===== config.mk =====
export PLATFORM = sky130hd
export DESIGN_NAME = dmem_scheduler
export DESIGN_NICKNAME = d
export VERILOG_FILES = /design/src/rtl/dmem_scheduler.sv
export SDC_FILE = /design/constraint.sdc
export NUM_CORES = 1
export LEC_CHECK = 0
export BUFFER_PORTS_ARGS = -buffer_cell sky130_fd_sc_hd__buf_4
export CAP_MARGIN = 20
export CORE_ASPECT_RATIO = 0.7
export CORE_MARGIN = 2
export CORE_UTILIZATION = 45
export DETAILED_ROUTE_END_ITERATION = 10
export PLACE_DENSITY = 0.87
export SLEW_MARGIN = 40
export SYNTH_ARGS = -nofsm -noshare
export SYNTH_HDL_FRONTEND = slang
export SYNTH_SLANG_ARGS = --single-unit

===== constraint.sdc =====
create_clock -name clk -period 1.7 [get_ports clk]
set_clock_uncertainty 0.1 [all_clocks]
set_input_delay 0.255 -clock clk [delete_from_list [all_inputs] [get_ports clk]]
set_output_delay 0.255 -clock clk [all_outputs]
set_load 0.02 [all_outputs]

===== src/rtl/dmem_scheduler.sv =====
// dmem_scheduler: arbitrates the single data-memory port between the
// committed store-buffer head and the load-queue head.
`ifndef ROB_LENGTH
`define ROB_LENGTH 32
`endif
`ifndef NUM_D_REG
`define NUM_D_REG 64
`endif

module dmem_scheduler #(
  parameter int TIMEOUT = 64,
  parameter int ROB_AW  = $clog2(`ROB_LENGTH),
  parameter int REG_AW  = $clog2(`NUM_D_REG)
) (
  input  logic              clk,
  input  logic              rst,
  input  logic              flush,
  input  logic [ROB_AW-1:0] rob_head,
  input  logic              sb_valid,
  input  logic [ROB_AW-1:0] sb_rob_addr,
  input  logic [REG_AW-1:0] sb_ra_addr,
  input  logic [REG_AW-1:0] sb_rt_addr,
  output logic              sb_pop,
  input  logic              ld_valid,
  input  logic [ROB_AW-1:0] ld_rob_addr,
  input  logic [REG_AW-1:0] ld_ra_addr,
  input  logic [REG_AW-1:0] ld_rt_addr,
  output logic              ld_pop,
  output logic              mem_req,
  output logic              mem_we,
  output logic [REG_AW-1:0] mem_ra_addr,
  output logic [REG_AW-1:0] mem_rt_addr,
  input  logic              mem_ack,
  output logic              st_done,
  output logic              ld_done,
  output logic [ROB_AW-1:0] done_rob_addr,
  output logic [REG_AW-1:0] done_rt_addr,
  output logic              busy,
  output logic              err
);

  localparam int CW = $clog2(TIMEOUT + 1);
  localparam logic [CW-1:0] TLIM = CW'(TIMEOUT - 1);
  localparam logic [CW-1:0] TMAX = CW'(TIMEOUT);

  typedef enum logic [1:0] {
    IDLE, STORE, LOAD, DRAIN
  } state_t;

  state_t state, state_nxt;

  logic [ROB_AW-1:0] lat_rob;
  logic [REG_AW-1:0] lat_ra;
  logic [REG_AW-1:0] lat_rt;
  logic [CW-1:0]     cnt;
  logic              st_ok;
  logic              ld_ok;

  assign st_ok = sb_valid & (sb_rob_addr == rob_head) & ~flush;
  assign ld_ok = ld_valid & ~flush;

  always_ff @(posedge clk or posedge rst) begin
    if (rst) state <= IDLE;
    else     state <= state_nxt;
  end

  always_comb begin
    state_nxt = state;
    unique case (state)
      IDLE: begin
        if (st_ok)      state_nxt = STORE;
        else if (ld_ok) state_nxt = LOAD;
      end
      STORE: if (mem_ack) state_nxt = IDLE;
      LOAD: begin
        if (mem_ack)    state_nxt = IDLE;
        else if (flush) state_nxt = DRAIN;
      end
      DRAIN: if (mem_ack) state_nxt = IDLE;
      default: state_nxt = IDLE;
    endcase
  end

  always_comb begin
    sb_pop  = 1'b0;
    ld_pop  = 1'b0;
    mem_req = 1'b0;
    mem_we  = 1'b0;
    unique case (state)
      IDLE: begin
        sb_pop = st_ok;
        ld_pop = ~st_ok & ld_ok;
      end
      STORE: begin
        mem_req = 1'b1;
        mem_we  = 1'b1;
      end
      LOAD:    mem_req = 1'b1;
      DRAIN:   mem_req = 1'b1;
      default: mem_req = 1'b0;
    endcase
  end

  assign busy        = mem_req;
  assign mem_ra_addr = lat_ra;
  assign mem_rt_addr = lat_rt;

  always_ff @(posedge clk or posedge rst) begin
    if (rst) begin
      lat_rob <= '0;
      lat_ra  <= '0;
      lat_rt  <= '0;
    end else if (sb_pop) begin
      lat_rob <= sb_rob_addr;
      lat_ra  <= sb_ra_addr;
      lat_rt  <= sb_rt_addr;
    end else if (ld_pop) begin
      lat_rob <= ld_rob_addr;
      lat_ra  <= ld_ra_addr;
      lat_rt  <= ld_rt_addr;
    end
  end

  // A flushed load still owns the port but must not write back
  always_ff @(posedge clk or posedge rst) begin
    if (rst) begin
      st_done       <= 1'b0;
      ld_done       <= 1'b0;
      done_rob_addr <= '0;
      done_rt_addr  <= '0;
    end else begin
      st_done <= (state == STORE) & mem_ack;
      ld_done <= (state == LOAD) & mem_ack & ~flush;
      if (mem_ack && (state == STORE || state == LOAD)) begin
        done_rob_addr <= lat_rob;
        done_rt_addr  <= lat_rt;
      end
    end
  end

  always_ff @(posedge clk or posedge rst) begin
    if (rst) begin
      cnt <= '0;
      err <= 1'b0;
    end else begin
      if (sb_pop || ld_pop || mem_ack)
        cnt <= '0;
      else if (mem_req && cnt != TMAX)
        cnt <= cnt + CW'(1);
      if (mem_req && !mem_ack && cnt >= TLIM)
        err <= 1'b1;
    end
  end

endmodule


==> impl_metrics.ini <==
[flow_run]
drv_cap = 0

[synthesis]
synth_common_cells = inv_1, dfrtp_1, nor3_1
syn_nets = 268
synth_edf_count = 0
synth_top_area_share_pct = 46.40
ys_seq_area_share_pct = 46.40
yosysWarnings = 0
synth.distinct_cells = 41
synth_cells = 217
synth_seq_cells = 40
synth.most_common_cell = inv_1
netlist_area_mm2 = 0.002157
synth.area.top_cells = dfrtp_1, inv_1, a221oi_2, nor3_1, ha_1
yosys.area.top_type = dfrtp_1
ys.flop_type = dfrtp_1
synthArstFlopShare_pct = 100.0
synth_area_per_cell_um2 = 9.940

[setup_path]
cp-start-kind = flop
crit_type = reg -> out
cp-startpoint = state[0]$_DFFE_PP0P_
rr_startpoint = state[0]$_DFFE_PP0P_
r2r_setup_slack_ns = 0.05
reg2reg_to = state[0]$_DFFE_PP0P_
worst-path-max-fanout = 3
r2r_cells = 6
worst_ep_required_time_ns = 1.34
cp-end-kind = primary output
crit_path_end = sb_pop
arrival_ns = 1.36

[hold_path]
holdCritPathClass = in -> reg

[global_routing]
grt_pass1_wl_mm = 8.652
track_usage_pct = 21.04
grt_pass1_vias = 1907
antenna_found_initial = 0
grt_max_degree = 41
grt_remaining_overflow = 0

[clock_network]
cts_buffers = 5
clk_path_buf_depth = 2
worstSkewPairLatency_ns = 0.30
htree_levels = 2
cts_sinks = 40
cts_root_buf = clkbuf_8
cts_tree = yes
cts.clk_slew.worst_paths_ns = 0.09

[floorplanning]
core.rowCount = 21
die-area_mm2 = 0.005372
chipHeight_um = 61.93
die_w_um = 86.75
initial_core_util_pct = 45.86
core_mm2 = 0.004703
ios = 76

[routing]
drt_wl_total_mm = 5.560
first_pass_iters = 4
ant_nets = 0
vias_per_cell = 5.234
vias = 1905
drtIter0Drc = 108
routed_wire_length_per_instance_um = 15.27
route.detailed.drc = 0

[layout]
fill_cells = 353
seq_area_mm2 = 0.001001
drive_above_1_share_pct = 42.67
area_growth_pct = 41.30
utilization_pct = 64.80
multi_input_area_um2 = 962.2
num-nets-final = 357
diodes = 0

[sta]
post-route-period-util_pct = 100.6
setup_viol = 1
drv_slew = 0
period_needed_ns = 1.711
tightest_slew_ns = 0.5731
setup_slack_ns = -0.01101
relSlewSlack_pct = 60.80
finalSetupTns_ns = -0.01101
hold_viol_final = 0
clock.fmax_mhz = 584.5
rsz0062_at_grt = true

[power_and_ir_drop]
cellLeakagePower_nw = 1.492
peakVddDrop_uv = 512.1
power.density_mw_per_mm2 = 1617

[placement]
gp_congestion = 0.8764
place_hpwl_mm = 4.075
io_buffer_count = 75

[status]
violations = negative setup slack
outcome = complete, but fails checks
cell usage in the layout, fill, tap and decap left out, drive strengths merged:
master	count
buf	92
inv	42
dfrtp	40
nor3	25
a221oi	17
nand2	16
o21ai	13
xnor2	8
nor2	7
ha	6
clkbuf	5
a21oi	5
nand4	3
nand2b	3
a21o	2
xor2	2
clkinv	2
and2	2
a311oi	2
nor2b	1
and4	1
and2b	1
nand3	1
o21a	1
a222oi	1
a2111oi	1
a211oi	1
a31o	1
nor4b	1
a31oi	1
mux2i	1
nand4b	1
bufinv	1
dlygate4sd3	1
logic make-up after synthesis:
kind of cell    Yosys count  synth area share (%)
buf+inv                  53                 12.59
simple gates             62                 14.39
compound gates           45                 18.27
flops                    40                 46.40
xor+xnor                 10                 4.409
fa+ha+maj                 6                 3.480
mux                       1                0.4641
critical path: stages, from the launching register on:
cell and delay (ns):
dfrtp_1 0.39, inv_2 0.09, ha_4 0.17, nand3_4 0.08
buf_6 0.14, nor2_4 0.07, buf_6 0.12
what timing repair did:
action                                  CTS  global route
hold buffers                              1             0
endpoints found under the setup margin   17             8
hold endpoints to repair                 32             0
pin swaps                                 1             3
gates cloned                              0             0
setup buffers                             4             1
resized for setup                         8            15
worst min path at each step:
stage / cells past startpoint / to / from
2_1_floorplan: 2 / mem_ra_addr[0]$_DFFE_PP0P_ / ld_ra_addr[0]
3_3_place_gp: 3 / ld_done$_DFF_PP0_ / rst
3_5_place_dp: 3 / ld_done$_DFF_PP0_ / rst
4_1_cts: 3 / mem_rt_addr[2]$_DFFE_PP0P_ / ld_rt_addr[2]
5_1_grt: 3 / mem_ra_addr[0]$_DFFE_PP0P_ / ld_ra_addr[0]
6_report: 3 / mem_rt_addr[2]$_DFFE_PP0P_ / ld_rt_addr[2]
registers in the layout, indices dropped and copies added (netlist names):
register	count
cnt	7
done_rt_addr	6
mem_ra_addr	6
mem_rt_addr	6
done_rob_addr	5
lat_rob	5
state	2
err	1
ld_done	1
st_done	1
layer usage:
| layer | routed length (µm) | share of wire (%) | GRT usage (%) |
|---|---|---|---|
| met1 | 2360 | 42 | 26.57 |
| met2 | 2870 | 52 | 35.38 |
| met3 | 217 | 3.9 | 4.888 |
| met4 | 111 | 2.0 | 9.598 |
| met5 | 0 | 0 | 0 |
cell type report:
| class | count | share of cell area [%] |
|---|---|---|
| clock inverters | 3 | 1.560 |
| clock buffers | 5 | 2.258 |
| well taps | 57 | 2.340 |
| inverters | 42 | 5.255 |
| flip-flops and latches | 40 | 32.84 |
| multi-input cells | 124 | 31.57 |
| repair buffers | 93 | 24.18 |
report_power, final:
group | internal, mW | switching [mW]
Clock | 0.442 | 0.354
Sequential | 1.34 | 0.220
Combinational | 1.16 | 1.41
metrics by stage:
stage,cell area (µm²),std cells,setup WS [ns],hold slack (ns),power (mW)
floorplan,2160,217,0.01353,0.2952,2.975
global placement,2795,350,0.03310,0.3134,3.784
detailed placement,2795,350,-0.06252,0.3114,3.890
CTS,2975,363,-0.01105,0.09676,4.791
global route,3048,364,-0.06613,0.1091,5.247
finish,3048,364,-0.01101,0.09641,4.928
No activity file was read; power rests on OpenSTA's default activity.
